## src/rtl/e203_exu_alu_oitf.sv

```systemverilog
// e203_exu_alu_oitf: outstanding-instruction tracking FIFO for ALU-class
// long write-back. It allocates an itag at dispatch and stores rd/pc per entry.
// The oldest entry is presented for write-back and freed on oitf_ret_ena.
// Combinational RAW/WAW matches are computed against the dispatching instruction.
// Optional macro E203_OITF_CNT_EN adds a registered occupancy count output oitf_cnt.
module e203_exu_alu_oitf #(
    parameter int DEPTH       = 4,
    parameter int ITAG_WIDTH  = 2,
    parameter int RFIDX_WIDTH = 5,
    parameter int PC_SIZE     = 32
) (
    input  logic                   clk,
    input  logic                   rst_n,
    input  logic                   dis_ena,
    output logic                   dis_ready,
    output logic [ITAG_WIDTH-1:0]  dis_ptr,
    input  logic                   disp_i_rdwen,
    input  logic [RFIDX_WIDTH-1:0] disp_i_rdidx,
    input  logic [PC_SIZE-1:0]     disp_i_pc,
    input  logic                   disp_i_rs1en,
    input  logic                   disp_i_rs2en,
    input  logic [RFIDX_WIDTH-1:0] disp_i_rs1idx,
    input  logic [RFIDX_WIDTH-1:0] disp_i_rs2idx,
    output logic                   oitfrd_match_disprs1,
    output logic                   oitfrd_match_disprs2,
    output logic                   oitfrd_match_disprd,
    input  logic                   oitf_ret_ena,
    output logic [ITAG_WIDTH-1:0]  oitf_ret_ptr,
    output logic [RFIDX_WIDTH-1:0] oitf_ret_rdidx,
    output logic                   oitf_ret_rdwen,
    output logic [PC_SIZE-1:0]     oitf_ret_pc,
`ifdef E203_OITF_CNT_EN
    output logic [ITAG_WIDTH:0]    oitf_cnt,
`endif
    output logic                   oitf_empty
);

    localparam logic [ITAG_WIDTH-1:0] LAST = ITAG_WIDTH'(DEPTH - 1);

    logic [ITAG_WIDTH-1:0]  alc_ptr_q, alc_ptr_d, ret_ptr_q, ret_ptr_d;
    logic                   alc_flg_q, alc_flg_d, ret_flg_q, ret_flg_d;
    logic                   vld_q   [DEPTH];
    logic                   vld_d   [DEPTH];
    logic                   rdwen_q [DEPTH];
    logic                   rdwen_d [DEPTH];
    logic [RFIDX_WIDTH-1:0] rdidx_q [DEPTH];
    logic [RFIDX_WIDTH-1:0] rdidx_d [DEPTH];
    logic [PC_SIZE-1:0]     pc_q    [DEPTH];
    logic [PC_SIZE-1:0]     pc_d    [DEPTH];

    logic full, empty, alc_fire, ret_fire;
    logic hit_rs1, hit_rs2, hit_rd;

    assign empty     = (alc_ptr_q == ret_ptr_q) & (alc_flg_q == ret_flg_q);
    assign full      = (alc_ptr_q == ret_ptr_q) & (alc_flg_q != ret_flg_q);
    assign dis_ready = ~full;
    assign dis_ptr   = alc_ptr_q;
    assign alc_fire  = dis_ena & ~full;
    // Retire is gated on the registered empty flag, so an entry allocated this
    // cycle cannot be retired until the next cycle.
    assign ret_fire  = oitf_ret_ena & ~empty;

    assign oitf_empty     = empty;
    assign oitf_ret_ptr   = ret_ptr_q;
    assign oitf_ret_rdidx = rdidx_q[ret_ptr_q];
    assign oitf_ret_rdwen = rdwen_q[ret_ptr_q];
    assign oitf_ret_pc    = pc_q[ret_ptr_q];

    // Next-state: pointer/flag advance, entry allocate and valid clear on retire
    always_comb begin
        alc_ptr_d = alc_ptr_q;
        alc_flg_d = alc_flg_q;
        ret_ptr_d = ret_ptr_q;
        ret_flg_d = ret_flg_q;
        vld_d     = vld_q;
        rdwen_d   = rdwen_q;
        rdidx_d   = rdidx_q;
        pc_d      = pc_q;
        if (alc_fire) begin
            vld_d[alc_ptr_q]   = 1'b1;
            rdwen_d[alc_ptr_q] = disp_i_rdwen;
            rdidx_d[alc_ptr_q] = disp_i_rdidx;
            pc_d[alc_ptr_q]    = disp_i_pc;
            if (alc_ptr_q == LAST) begin
                alc_ptr_d = '0;
                alc_flg_d = ~alc_flg_q;
            end else begin
                alc_ptr_d = alc_ptr_q + ITAG_WIDTH'(1);
            end
        end
        // The retiring slot cannot equal the allocating slot: that would need
        // the FIFO to be both empty and full.
        if (ret_fire) begin
            vld_d[ret_ptr_q] = 1'b0;
            if (ret_ptr_q == LAST) begin
                ret_ptr_d = '0;
                ret_flg_d = ~ret_flg_q;
            end else begin
                ret_ptr_d = ret_ptr_q + ITAG_WIDTH'(1);
            end
        end
    end

    // State registers; async reset drops every outstanding entry immediately
    always_ff @(posedge clk or negedge rst_n) begin
        if (!rst_n) begin
            alc_ptr_q <= '0;
            alc_flg_q <= 1'b0;
            ret_ptr_q <= '0;
            ret_flg_q <= 1'b0;
            for (int i = 0; i < DEPTH; i++) begin
                vld_q[i]   <= 1'b0;
                rdwen_q[i] <= 1'b0;
                rdidx_q[i] <= '0;
                pc_q[i]    <= '0;
            end
        end else begin
            alc_ptr_q <= alc_ptr_d;
            alc_flg_q <= alc_flg_d;
            ret_ptr_q <= ret_ptr_d;
            ret_flg_q <= ret_flg_d;
            vld_q     <= vld_d;
            rdwen_q   <= rdwen_d;
            rdidx_q   <= rdidx_d;
            pc_q      <= pc_d;
        end
    end

    // Hazard search over registered entries only (state before this cycle's updates)
    always_comb begin
        hit_rs1 = 1'b0;
        hit_rs2 = 1'b0;
        hit_rd  = 1'b0;
        for (int i = 0; i < DEPTH; i++) begin
            if (vld_q[i] & rdwen_q[i]) begin
                if (rdidx_q[i] == disp_i_rs1idx) hit_rs1 = 1'b1;
                if (rdidx_q[i] == disp_i_rs2idx) hit_rs2 = 1'b1;
                if (rdidx_q[i] == disp_i_rdidx)  hit_rd  = 1'b1;
            end
        end
    end

    // x0 is hardwired, so index 0 never creates a dependency
    assign oitfrd_match_disprs1 = disp_i_rs1en & (disp_i_rs1idx != '0) & hit_rs1;
    assign oitfrd_match_disprs2 = disp_i_rs2en & (disp_i_rs2idx != '0) & hit_rs2;
    assign oitfrd_match_disprd  = disp_i_rdwen & (disp_i_rdidx  != '0) & hit_rd;

`ifdef E203_OITF_CNT_EN
    logic [ITAG_WIDTH:0] cnt_q, cnt_d;

    // Occupancy count: moves only when exactly one of allocate/retire fires
    always_comb begin
        cnt_d = cnt_q;
        if (alc_fire & ~ret_fire)      cnt_d = cnt_q + (ITAG_WIDTH+1)'(1);
        else if (ret_fire & ~alc_fire) cnt_d = cnt_q - (ITAG_WIDTH+1)'(1);
    end

    // Occupancy count register
    always_ff @(posedge clk or negedge rst_n) begin
        if (!rst_n) cnt_q <= '0;
        else        cnt_q <= cnt_d;
    end

    assign oitf_cnt = cnt_q;
`endif

endmodule

```

## config.mk

```make
export PLATFORM = sky130hd
export DESIGN_NAME = e203_exu_alu_oitf
export DESIGN_NICKNAME = d
export VERILOG_FILES = /design/src/rtl/e203_exu_alu_oitf.sv
export SDC_FILE = /design/constraint.sdc
export NUM_CORES = 1
export LEC_CHECK = 0
export CORE_ASPECT_RATIO = 0.7
export CORE_MARGIN = 2
export CORE_UTILIZATION = 55
export CTS_BUF_LIST = sky130_fd_sc_hd__clkbuf_4
export DETAILED_ROUTE_END_ITERATION = 8
export PLACE_DENSITY = 0.82
export SYNTH_ARGS = -nofsm -noshare
export SYNTH_HDL_FRONTEND = slang
export SYNTH_SLANG_ARGS = --single-unit
```

## constraint.sdc

```tcl
create_clock -name clk -period 2.21 [get_ports clk]
set_clock_uncertainty 0.05 [all_clocks]
set_input_delay 0.221 -clock clk [delete_from_list [all_inputs] [get_ports clk]]
set_output_delay 0.221 -clock clk [all_outputs]
set_load 0.03 [all_outputs]
```

==> summary.txt <==
post-synth top area share: 0.5013
most frequent cells in the layout: 150 x dfrtp_1, 112 x mux2_2, 55 x buf_6
CTS tree: yes
maximum clock rate: 0.4088 GHz
Max Transition Viols Final: 0
Yosys cell types: 27
failing checks: negative setup slack
nets@finish: 724
Tcrit/Tclk final: 1.107
Clock Sink Count: 162
HPWL after DPL: 12,850 microns
Mapped Avg Cell Area: 15.23 sq um
share of layout cells above drive strength 1: 0.5052
vias post-DR: 5,084
vias in the first global route: 5,339
P&R area growth vs syn: 25.61%
area leader, netlist: dfrtp_1
Final min period: 2.446 ns
H-tree Lvls: 4
slowest CP cell: dfrtp_2
global-route wire length before repair: 29,620 microns
IO Port Bufs: 100
Post-Synth Simple-Gate Area: 0.03156
DRT Pass-1 Iters: 6
Starting DRT DRC Count: 415
routed len/inst: 21.61 microns
Synth Area in Compound Gates: 0.01207
largest net degree at the start of global routing: 66
Leakage Power: 4.446 nW
Required @ worst endpoint: 1.94 ns
critical path class: flip-flop to primary output
DRC Markers: 0
pwr dens: 1737 nW/um^2
Die X: 148.9 microns
clock root buffer: clkbuf_4
Synth Area in Adders: 0.01238
clock slew at reported path FFs: 0.15 ns
antenna-violating nets left: 0
final worst setup slack: -0.2361 ns
clk buf depth: 2
Synth Area in XOR/XNOR: 0.07040
initial antenna violation count: 1
Global Route Usage Sum: 0.2492
critical path capture point type: primary output
Max-slew headroom: 0.5869
Crit path largest cell delay: 0.47 ns
slew at the pin with the worst max-slew slack: 0.6197 ns
Placed Instance Area: 9463 sq um
Initial Util: 0.5563
clock latency on the worst-skew pair: 0.52 ns
cell area after layout: 10,160 sq um
core area: 14,540 sq um
syn nets: 593
crit-path max FO: 3
WL final: 18,850 microns
endpoints failing setup: 13
outcome: finished with violations
Die ar.: 15,700 sq um
YS warnings: 0
number of buffers created by CTS: 17
Critical Path Start Type: flip-flop
worst hold slack: 0.1652 ns
Hold Fails Final Rpt: 0
cells along the critical path: buf_6 -> xor2_1 -> nor4_1 -> nand4_1 -> nand4_1 -> o311a_1 -> buf_6
sequential share of the synthesized area: 0.5013
Synth Instances: 531
register area: 4069 sq um
Max-Cap Viols: 0
main area contributors after synthesis: dfrtp_1 50%, mux2_2 16%, mux4_2 11%
vias per cell: 5.830
worst endpoint data arrival time: 2.18 ns
VDD IR max: 0.9314 mV
cell area after synthesis: 8087 sq um
Final GP Congestion: 0.9492
combined area of the multi-input logic cells: 3815 sq um
Bufs and invs on worst path: 2
flops & latches, synth: 162
RSZ-0062 raised after global routing: true
final core utilization: 0.6987
multiplexer area fraction after synthesis: 0.3361
cell family with most CP delay: simple AND/OR/NAND/NOR gates
largest family of logic cells by synthesized area: multiplexers
hold crit path type: input pin to async pin
GRT overflow: 0
most common cell after layout, fill and taps aside: dfrtp_1
IO Count: 101
row count: 37
Chip Height: 105.5 microns
Filler cells: 950
## cell type report
class	instances	share of cell area
flip-flops and latches	162	0.4006
multi-input cells	324	0.3756
repair buffers	153	0.1720
well taps	195	0.02402
clock buffers	18	0.01330
clock inverters	14	0.01256
inverters	4	0.001478
diodes	2	0.0004927
## worst paths after layout
| check | end | slack [ns] | cells past startpoint | startpoint |
|---|---|---|---|---|
| setup reg to reg | rdidx_q[17] | 0.07 | 8 | oitf_ret_ptr[0] |
| hold / removal | pc_q[42] | 0.17 | 2 | rst_n |
| setup / recovery | oitfrd_match_disprd | -0.24 | 7 | rdidx_q[4] |
| hold reg to reg | alc_flg_q | 0.45 | 1 | alc_flg_q |
| max in group asynchronous | pc_q[46] | 1.22 | 3 | rst_n |
| min in group clk | pc_q[11] | 0.33 | 2 | disp_i_pc[11] |
## per-layer routing
layer | share of wire | global-route usage | vias to the layer above | wire length [microns]
met5 | 0 | 0 | - | 0
met4 | 0.015 | 0.06939 | 0 | 280
met3 | 0.067 | 0.06234 | 26 | 1259
met2 | 0.46 | 0.3644 | 188 | 8670
met1 | 0.46 | 0.3739 | 2662 | 8634
li1 | - | - | 2208 | -
## repair_timing
action,in CTS,in global routing
gates cloned,2,2
hold buffers,1,0
hold endpoints to repair,62,0
resized for setup,269,26
setup buffers,13,4
endpoints found under the setup margin,43,71
pin swaps,3,11
## worst register-to-register path, delay by kind of cell, from the launching register on
family / cells / cell delay [ns]
simple gates: 3 / 0.46
buf+inv: 3 / 0.49
xor+xnor: 1 / 0.20
mux: 1 / 0.37
flops: 1 / 0.46
## cells in the mapped netlist
library cell	count
nor4_1	12
mux2_4	40
buf_4	7
nand3_1	1
o311a_1	3
buf_2	7
inv_1	4
buf_12	4
clkbuf_1	12
mux4_2	38
o21ai_0	4
buf_1	7
o21a_1	1
nand4_1	15
xor2_1	49
a21oi_1	8
buf_6	3
clkbuf_2	1
nor2_1	3
nand2_2	2
xnor2_1	16
ha_1	8
nand2_1	8
or3_1	3
dfrtp_1	162
mux2_2	112
and2_4	1
## flip-flops by register name (all words and copies together), names as in the netlist
signal	cells
oitf_ret_ptr	2
rdidx_q	20
ret_flg_q	1
dis_ptr	2
pc_q	128
alc_flg_q	1
vld_q	4
rdwen_q	4
## through the flow
| stage | setup WS (ns) | power [mW] | cells | setup TNS, ns |
|---|---|---|---|---|
| 2_1_floorplan | 0.02417 | 11.78 | 531 | 0 |
| 3_3_place_gp | 0.07283 | 14.67 | 817 | 0 |
| 3_5_place_dp | 0.06299 | 14.94 | 817 | 0 |
| 4_1_cts | -0.2385 | 17.37 | 865 | -1.924 |
| 5_1_grt | -0.3596 | 18.52 | 870 | -4.183 |
| 6_report | -0.2361 | 17.64 | 872 | -0.9171 |
## cells by family after synthesis
logic type / Yosys count
muxes: 190
and+or+nand+nor: 45
AOI/OAI and AO/OA: 16
xor gates and xnor gates: 65
buffers and inverters: 45
adders and majority gates: 8
DFF: 162
## where the power goes
group	leakage [nW]	internal [mW]	switching [mW]
combinational	2.40	5.61	4.58
sequential	1.91	4.51	1.28
clock	0.133	0.584	1.08
total	4.45	10.7	6.94
(Power assumes the default switching activity.)
